<file path="src/rtl/ysyx_25040111_mem_arb.sv">
// ysyx_25040111_mem_arb: N-channel burst arbiter (fixed or round-robin) in front of the LSU master port.
module ysyx_25040111_mem_arb #(
    parameter int NUM_CH  = 2,
    parameter int AW      = 32,
    parameter int DW      = 32,
    parameter int RR_MODE = 1
) (
    input  logic                 clock,
    input  logic                 reset,
    input  logic [NUM_CH-1:0]    s_req,
    input  logic [NUM_CH-1:0]    s_wen,
    input  logic [NUM_CH-1:0]    s_ren,
    input  logic [NUM_CH-1:0]    s_sign,
    input  logic [2*NUM_CH-1:0]  s_mask,
    input  logic [8*NUM_CH-1:0]  s_tlen,
    input  logic [AW*NUM_CH-1:0] s_addr,
    input  logic [DW*NUM_CH-1:0] s_wdata,
    output logic [NUM_CH-1:0]    s_grant,
    output logic [NUM_CH-1:0]    s_ok,
    output logic [NUM_CH-1:0]    s_done,
    output logic [DW-1:0]        s_rdata,
    output logic                 m_start,
    output logic                 m_wen,
    output logic                 m_ren,
    output logic                 m_sign,
    output logic [1:0]           m_mask,
    output logic [7:0]           m_tlen,
    output logic [AW-1:0]        m_addr,
    output logic [DW-1:0]        m_wdata,
    input  logic                 m_ok,
    input  logic [DW-1:0]        m_rdata,
    output logic                 busy
);
    localparam int IW = NUM_CH > 1 ? $clog2(NUM_CH) : 1;
    typedef enum logic [1:0] {IDLE, ISSUE, WAIT} state_t;
    state_t state_q, state_d;
    logic [IW-1:0] own_q, own_d, rr_ptr_q, rr_ptr_d, win, start;
    logic [NUM_CH-1:0] grant_q, grant_d;
    logic [7:0] beat_q, beat_d, m_tlen_q, m_tlen_d;
    logic m_wen_q, m_wen_d, m_ren_q, m_ren_d, m_sign_q, m_sign_d;
    logic [1:0] m_mask_q, m_mask_d;
    logic [AW-1:0] m_addr_q, m_addr_d;
    logic [DW-1:0] m_wdata_q, m_wdata_d;
    logic fire, last;
    int w;

    // Scan from the start pointer downwards so the first set index at or after it wins last.
    always_comb begin
        start = RR_MODE != 0 ? rr_ptr_q : '0;
        win = '0;
        for (int k = NUM_CH - 1; k >= 0; k--)
            if (s_req[(int'(start) + k) % NUM_CH]) win = IW'((int'(start) + k) % NUM_CH);
    end

    assign fire    = state_q == WAIT && m_ok;
    assign last    = beat_q == m_tlen_q;
    assign s_grant = grant_q;
    assign s_ok    = fire ? grant_q : '0;
    assign s_done  = fire && last ? grant_q : '0;
    assign s_rdata = fire ? m_rdata : '0;
    assign m_start = state_q == ISSUE;
    assign busy    = state_q != IDLE;
    assign m_wen   = m_wen_q;
    assign m_ren   = m_ren_q;
    assign m_sign  = m_sign_q;
    assign m_mask  = m_mask_q;
    assign m_tlen  = m_tlen_q;
    assign m_addr  = m_addr_q;
    assign m_wdata = m_wdata_q;

    always_comb begin
        state_d   = state_q;
        own_d     = own_q;
        rr_ptr_d  = rr_ptr_q;
        grant_d   = grant_q;
        beat_d    = beat_q;
        m_wen_d   = m_wen_q;
        m_ren_d   = m_ren_q;
        m_sign_d  = m_sign_q;
        m_mask_d  = m_mask_q;
        m_tlen_d  = m_tlen_q;
        m_addr_d  = m_addr_q;
        m_wdata_d = m_wdata_q;
        w         = int'(win);
        case (state_q)
            IDLE: if (|s_req) begin
                state_d    = ISSUE;
                own_d      = win;
                grant_d    = '0;
                grant_d[w] = 1'b1;
                m_wen_d    = s_wen[w];
                m_ren_d    = s_ren[w] & ~s_wen[w];
                m_sign_d   = s_sign[w];
                m_mask_d   = s_mask[2*w +: 2];
                m_tlen_d   = s_wen[w] ? 8'd0 : s_tlen[8*w +: 8];
                m_addr_d   = s_addr[AW*w +: AW];
                m_wdata_d  = s_wdata[DW*w +: DW];
            end
            ISSUE: state_d = WAIT;
            WAIT: if (m_ok) begin
                beat_d = beat_q + 8'd1;
                if (last) begin
                    state_d  = IDLE;
                    beat_d   = '0;
                    grant_d  = '0;
                    rr_ptr_d = own_q == IW'(NUM_CH - 1) ? '0 : own_q + 1'b1;
                end
            end
            default: state_d = IDLE;
        endcase
    end

    always_ff @(posedge clock or negedge reset) begin
        if (!reset) begin
            state_q   <= IDLE;
            own_q     <= '0;
            rr_ptr_q  <= '0;
            grant_q   <= '0;
            beat_q    <= '0;
            m_wen_q   <= 1'b0;
            m_ren_q   <= 1'b0;
            m_sign_q  <= 1'b0;
            m_mask_q  <= '0;
            m_tlen_q  <= '0;
            m_addr_q  <= '0;
            m_wdata_q <= '0;
        end else begin
            state_q   <= state_d;
            own_q     <= own_d;
            rr_ptr_q  <= rr_ptr_d;
            grant_q   <= grant_d;
            beat_q    <= beat_d;
            m_wen_q   <= m_wen_d;
            m_ren_q   <= m_ren_d;
            m_sign_q  <= m_sign_d;
            m_mask_q  <= m_mask_d;
            m_tlen_q  <= m_tlen_d;
            m_addr_q  <= m_addr_d;
            m_wdata_q <= m_wdata_d;
        end
    end
endmodule

</file>
<file path="config.mk">
export PLATFORM = sky130hd
export DESIGN_NAME = ysyx_25040111_mem_arb
export DESIGN_NICKNAME = d
export VERILOG_FILES = /design/src/rtl/ysyx_25040111_mem_arb.sv
export SDC_FILE = /design/constraint.sdc
export NUM_CORES = 1
export LEC_CHECK = 0
export ABC_AREA = 1
export BUFFER_PORTS_ARGS = -buffer_cell sky130_fd_sc_hd__buf_4
export CAP_MARGIN = 20
export CORE_AREA = 2 2 118 120
export DETAILED_ROUTE_END_ITERATION = 10
export DIE_AREA = 0 0 120 122
export PLACE_DENSITY = 0.68
export SYNTH_ARGS = -nofsm -noshare
export SYNTH_HDL_FRONTEND = slang
export SYNTH_SLANG_ARGS = --single-unit
</file>
<file path="constraint.sdc">
create_clock -name clock -period 1.4 [get_ports clock]
set_input_delay 0.14 -clock clock [delete_from_list [all_inputs] [get_ports clock]]
set_output_delay 0.14 -clock clock [all_outputs]
set_load 0.005 [all_outputs]
</file>
==> out/summary.txt, run 1 <==
GRT Util Overall -> 22.5%
Layout cell share with drive strength beyond 1 -> 50.4%
CTS root buf -> clkbuf_16
GP Congestion -> 0.849
Slew headroom -> 66.3%
Synth cell types -> 25
Area grow syn2layout -> 83.2%
Flops & latches, synth -> 91
Leak -> 0.00441 uW
Clock tree buffer depth -> 2
Num CTS Buffers -> 9
# DRC -> 0
Clk sinks -> 91
Register area share after synthesis -> 49.2%
Core Area -> 13,500 sq um
Port bufs -> 307
Skew-Pair Late Insertion Delay -> 350 ps
Cell internal pwr -> 6690 uW
FF+latch area -> 2280 sq um
Gr ovfl total -> 0
Crit path launch type -> flip-flop
Synthesized instance count -> 628
Clock Power Share -> 24.3%
Pin count of the biggest net entering global routing -> 92
Synth warn -> 0
Number of DRC markers in iteration 0 -> 304
R2r setup slk -> -170 ps
Worst Tran Pin Value -> 506 ps
Final Instance Count excl. Fillers -> 1,156
CTS clock-pin slew for the worst setup and hold paths -> 60 ps
Sw Pwr -> 3160 uW
Final period util -> 117%
Status -> finished, violations left
H-tree depth -> 3
Tmin final -> 1640 ps
Most frequent cells in the layout -> 333 x buf_4, 143 x nand2_1, 97 x o21ai_1
Worst r2r dst -> beat_q[7]
CP max FO -> 4
Violated checks -> negative setup slack
Endpoints failing setup -> 100
Hold Path Class -> input port to flip-flop
N_diodes -> 0
Sw Ratio -> 32.1%
Crit path launch -> beat_q[7]
DPL Wire Length -> 11.9 mm
Final hold vios -> 0
Max Slew Vio Count -> 0
Final #Nets -> 1,164
Max Freq -> 611 MHz
Worst Skew -> 8.02 ps
First-pass GRT wire length -> 25.5 mm
Filler cells -> 1,237
Finished Core Util -> 62.8%
Setup crit end kind -> primary output
Cell breakdown of the critical path -> inv_2, nand2_1, nand2_1, nand2_2, nor2_4, nand2_2, nor3_2, buf_4
Vias in the first global route -> 5,082
Final worst setup slack -> -236 ps
Die height -> 122 um
Drt total wl -> 18.4 mm
Syn nets -> 820
TritonRoute pass-1 iters -> 4
Ports -> 308
VDD IR max -> 0.758 mV
Row count -> 43
Setup Crit Path Kind -> flip-flop to primary output
CP max stage delay -> 420 ps
Critical path arrival -> 1500 ps
Starting density of the core -> 34.3%
Wire per inst -> 15.9 um
Placed Cells -> 1,108
Slowest CP cell -> dfrtp_1
Max-cap check violation count -> 0
Mean Syn Cell Area -> 7.37 sq um
Commonest non-fill, non-tap cell in the layout -> buf_4
Pwr dens -> 1160 nW/um^2
Vias per cell -> 4.69
Min-delay src -> s_addr[31]
WP buf/inv -> 2
RSZ-0062 raised after global routing -> yes
Worst hold path endpoint -> m_addr[31]
R2r startpoint -> beat_q[7]
Via Count -> 5,427
Cell area after synthesis -> 4630 sq um
CTS tree -> done
Data required, critical path -> 1260 ps
CP top delay family -> simple AND/OR/NAND/NOR gates
Initial antenna violation count -> 0
Worst Hold Path Cells -> 3
Die area -> 14,600 sq um
Die Wd -> 120 um
Multi-input logic area -> 2320 sq um
Flop pwr share -> 37.2%
Comb power frac -> 38.5%
ANT nets after route -> 0
Reg2reg path depth -> 11
[power by group through the flow]
| stage | logic, uW | registers [uW] | clock network, uW |
|---|---|---|---|
| detailed placement | 3300 | 3690 | 0 |
| finish | 3800 | 3660 | 2390 |
| floorplan | 1250 | 3710 | 0 |
| global route | 4170 | 3730 | 2580 |
| CTS | 3430 | 3650 | 2450 |
| global placement | 3280 | 3670 | 0 |
[metal layers]
layer	global-route usage (%)	routed length, um	vias to the layer above
li1	-	-	2673
met1	25.8	7140	2499
met5	0	0	-
met2	38.6	9350	225
met3	7.02	1500	30
met4	9.85	447	0
[cell type report]
cell class | count | share of cell area [%]
clock inverters | 4 | 0.620
multi-input cells | 442 | 27.3
flip-flops and latches | 91 | 26.9
well taps | 180 | 2.66
clock buffers | 11 | 2.75
inverters | 58 | 2.63
repair buffers | 370 | 37.1
[cell families (layout without fill, tap and decap cells)]
kind of cell               Yosys count  count (layout)  synth area share [%]
AOI/OAI and AO/OA                  146             146                  16.1
xor gates and xnor gates             6               6                  1.14
adders and majority gates            1               1                 0.270
buffers and inverters               95             443                  8.65
DFF                                 91              91                  49.2
and+or+nand+nor                    289             289                  24.6
[registers in the layout, summed over array words and instances, names as in the netlist]
register,count
m_tlen,8
state_q,2
s_grant,2
rr_ptr_q,1
own_q,1
beat_q,8
m_ren,1
m_sign,1
m_mask,2
m_wdata,32
m_addr,32
m_wen,1
[tightest hold or removal path: stages]
cell and delay (ps):
buf_4 80, nor2_1 30, o21ai_1 100
[Yosys cell counts, drive strengths merged]
cell	n	area share, %
xnor2	4	0.76
nand4	1	0.14
ha	1	0.27
nor3	3	0.32
clkbuf	11	0.89
o21ai	144	16
inv	58	4.7
xor2	2	0.38
buf	26	3.1
nand3	10	1.2
nand2	159	13
nand3b	4	0.65
a21oi	2	0.46
nor2	112	9.3
dfrtp	91	49
[how the worst max path moves through the flow]
stage | end | depth (start not counted) | slack [ps]
floorplan | s_rdata[21] | 7 | 130
global placement | m_tlen[1] | 9 | -50
detailed placement | m_tlen[1] | 7 | -20
CTS | s_done[0] | 6 | -220
global route | s_done[0] | 6 | -310
finish | s_done[0] | 8 | -240
[metrics by stage]
step                      hold WS (ps)  TNS, ps  cell area [sq um]  worst slack [ps]  power, uW
final                             36.1    -8110               8470              -236       9850
after global routing              39.0   -16250               8470              -310      10500
after CTS                         34.8    -7740               7870              -222       9540
after detailed placement           232    -29.4               7320             -22.6       6990
after global placement             235    -92.9               7320             -45.3       6950
after floorplan                   -156        0               4630               135       4960
[repair_timing]
item | 4_1_cts | 5_1_grt
resized for setup | 90 | 123
pin swaps | 6 | 35
buffers inserted | 12 | 13
endpoints found under the setup margin | 44 | 128
hold buffers | 1 | 0
hold endpoints to repair | 91 | 0
cloned | 1 | 11
(Power assumes the default switching activity.)
==> inputs of run 2 (changes only) <==
--- a/config.mk
+++ b/config.mk
@@ -12,6 +12,7 @@
 export DETAILED_ROUTE_END_ITERATION = 10
 export DIE_AREA = 0 0 120 122
 export PLACE_DENSITY = 0.68
+export REMOVE_ABC_BUFFERS = 1
 export SYNTH_ARGS = -nofsm -noshare
 export SYNTH_HDL_FRONTEND = slang
 export SYNTH_SLANG_ARGS = --single-unit
==> run 2 against run 1 <==
The flow still finishes with violations (negative setup slack). Via count is 1.1% higher. Wire length is 2.5% higher. Die area stayed put. Global-route usage is 0.43 points higher. Utilization is 1.3 points higher. Sequential power is 1% higher. Critical endpoint unchanged. Largest cell class unchanged. Highest routed layer unchanged.
==> out/summary.txt, run 2 (same netlist as run 1, synthesis figures left out) <==
Worst Skew -> 6.55 ps (-1.47 ps)
Clock Power Share -> 25.9% (+1.6 points)
Drt total wl -> 18.9 mm (+2.5%)
Slowest CP cell -> dfrtp_1
Cell breakdown of the critical path -> xnor2_1, nand2_1, nor2_4, nand2_4, nor3_2, buf_4
Tmin final -> 1630 ps (-2.22 ps)
Commonest non-fill, non-tap cell in the layout -> buf_4
Clk sinks -> 91 (unchanged)
Dpl ws -> -22.4 ps (+0.244 ps)
Finished Core Util -> 64.1% (+1.3 points)
Violated checks -> negative setup slack
Pwr dens -> 1200 nW/um^2 (+3.0%)
Final period util -> 117% (-0.16 points)
Critical path arrival -> 1490 ps (about the same)
Via Count -> 5,485 (+1.1%)
Vias per cell -> 4.70 (about the same)
Layout cell share with drive strength beyond 1 -> 49.7% (-0.71 points)
Crit path launch type -> flip-flop
CP max stage delay -> 390 ps (-30 ps)
Clock tree buffer depth -> 2 (unchanged)
Max Freq -> 612 MHz (+0.14%)
Leak -> 0.00460 uW (+4.3%)
Slew headroom -> 75.6% (+9.3 points)
Crit path launch -> beat_q[4]
Skew-Pair Late Insertion Delay -> 340 ps (about the same)
Endpoints failing setup -> 97 (-3.0%)
Sw Ratio -> 31.4% (-0.74 points)
Initial antenna violation count -> 0 (unchanged)
Gr ovfl total -> 0 (unchanged)
Final worst setup slack -> -233 ps (+2.22 ps)
Starting density of the core -> 34.3% (unchanged)
Max Slew Vio Count -> 0 (unchanged)
Row count -> 43 (unchanged)
# DRC -> 0 (unchanged)
Flop pwr share -> 35.8% (-1.4 points)
Final #Nets -> 1,176 (+1.0%)
Cell internal pwr -> 7110 uW (+6.3%)
ANT nets after route -> 0 (unchanged)
CTS clock-pin slew for the worst setup and hold paths -> 70 ps (about the same)
Num CTS Buffers -> 9 (unchanged)
CTS tree -> done
Status -> finished, violations left
Setup Crit Path Kind -> flip-flop to primary output
DP Area -> 7310 sq um (-0.17%)
VDD IR max -> 0.703 mV (-7.3%)
Number of DRC markers in iteration 0 -> 245 (-19%)
Wire per inst -> 16.2 um (+1.5%)
Core Area -> 13,500 sq um (unchanged)
Sw Pwr -> 3250 uW (+2.7%)
Die Wd -> 120 um (unchanged)
Fin Hold WS -> 34.4 ps (-1.68 ps)
Pin count of the biggest net entering global routing -> 49 (-47%)
First-pass GRT wire length -> 26.2 mm (+3.0%)
WP buf/inv -> 1 (-1)
Port bufs -> 307 (unchanged)
Setup crit end kind -> primary output
GP Congestion -> 0.820 (-3.4%)
Vias in the first global route -> 5,171 (+1.8%)
Die area -> 14,600 sq um (unchanged)
N_diodes -> 0 (unchanged)
TritonRoute pass-1 iters -> 4 (unchanged)
Post-route design area -> 8650 sq um (+2.1%)
Final hold vios -> 0 (unchanged)
DPL Wire Length -> 12.4 mm (+4.4%)
CP top delay family -> simple AND/OR/NAND/NOR gates
GRT Util Overall -> 22.9% (+0.43 points)
RSZ-0062 raised after global routing -> yes
Ports -> 308 (unchanged)
Worst Tran Pin Value -> 366 ps (-139 ps)
CTS root buf -> clkbuf_16
Hold Path Class -> input port to flip-flop
Min-delay src -> s_wdata[14]
Data required, critical path -> 1260 ps (about the same)
Die height -> 122 um (unchanged)
Comb power frac -> 38.3% (-0.2 points)
H-tree depth -> 3 (unchanged)
Total Power -> 10,400 uW (+5.2%)
Most frequent cells in the layout -> 341 x buf_4, 115 x nand2_1, 99 x nor2_1
CP max FO -> 3 (-1)
Area grow syn2layout -> 87.0%
R2r startpoint -> state_q[0]
Max-cap check violation count -> 0 (unchanged)
==> run 2: changes by cell type in the layout (fill, tap and decap cells not counted), moves of 8 or more <==
| cell | before | now |
|---|---|---|
| buf_4 | 333 | 341 |
| nand2_1 | 143 | 115 |
| nand2_2 | 13 | 28 |
| nand2_4 | 3 | 16 |
| nor2_1 | 79 | 99 |
| nor2_2 | 28 | 6 |
| o21ai_0 | 3 | 47 |
| o21ai_1 | 97 | 74 |
| o21ai_2 | 42 | 22 |
==> run 2: cell type report <==
type / count / area, sq um
clock inverter: 4 / 73.8
sequential: 91 / 2280
inverter: 58 / 233
clock buffer: 11 / 253
fill: 1172 / 4850
timing repair buffer: 382 / 3280
tap: 180 / 225
multi-input combinational: 442 / 2310
==> run 2: worst paths after layout <==
path | to | slack (ps) | cells after the start
hold / removal | m_wdata[14] | 30 | 3
setup reg to reg | beat_q[2] | -140 | 10
setup / recovery | s_done[0] | -230 | 6
min in group asynchronous | m_addr[18] | 250 | 2
max in group asynchronous | m_wdata[30] | 600 | 3
hold reg to reg | m_ren | 470 | 2
==> run 2: metrics by stage <==
stage | cells | TNS [ps]
after floorplan | 591 | -111960
after global placement | 1108 | 0
after detailed placement | 1108 | -78.3
after CTS | 1139 | -6990
after global routing | 1168 | -16220
final | 1168 | -8740
==> run 2: worst register-to-register path, stage by stage, from the launching register on <==
cell	delay [ps]
dfrtp_1	380
inv_1	80
nand2_2	80
nor2_4	150
inv_6	80
buf_6	140
buf_4	120
buf_4	130
o21ai_1	130
nand3_1	110
inv_1	60
==> run 2: timing repair <==
action	CTS	global route
hold endpoints to repair	21	0
setup buffers	14	19
pin swaps	5	21
hold buffers	1	0
gates cloned	1	11
resized for setup	26	147
setup endpoints to repair	49	86
==> run 2: layer usage <==
metal | wire length [um] | track usage [%] | share of wire, %
met1 | 7330 | 26.0 | 39
met2 | 9720 | 40.9 | 51
met3 | 1480 | 7.44 | 7.8
met4 | 371 | 7.21 | 2.0
met5 | 0 | 0 | 0
==> run 2: power groups by stage <==
stage	clock, uW	sequential [uW]	combinational [uW]
after global routing	2830	3780	4360
after CTS	2710	3660	3410
final	2690	3700	3970
after global placement	0	3670	3240
after detailed placement	0	3690	3280
after floorplan	0	3710	1190
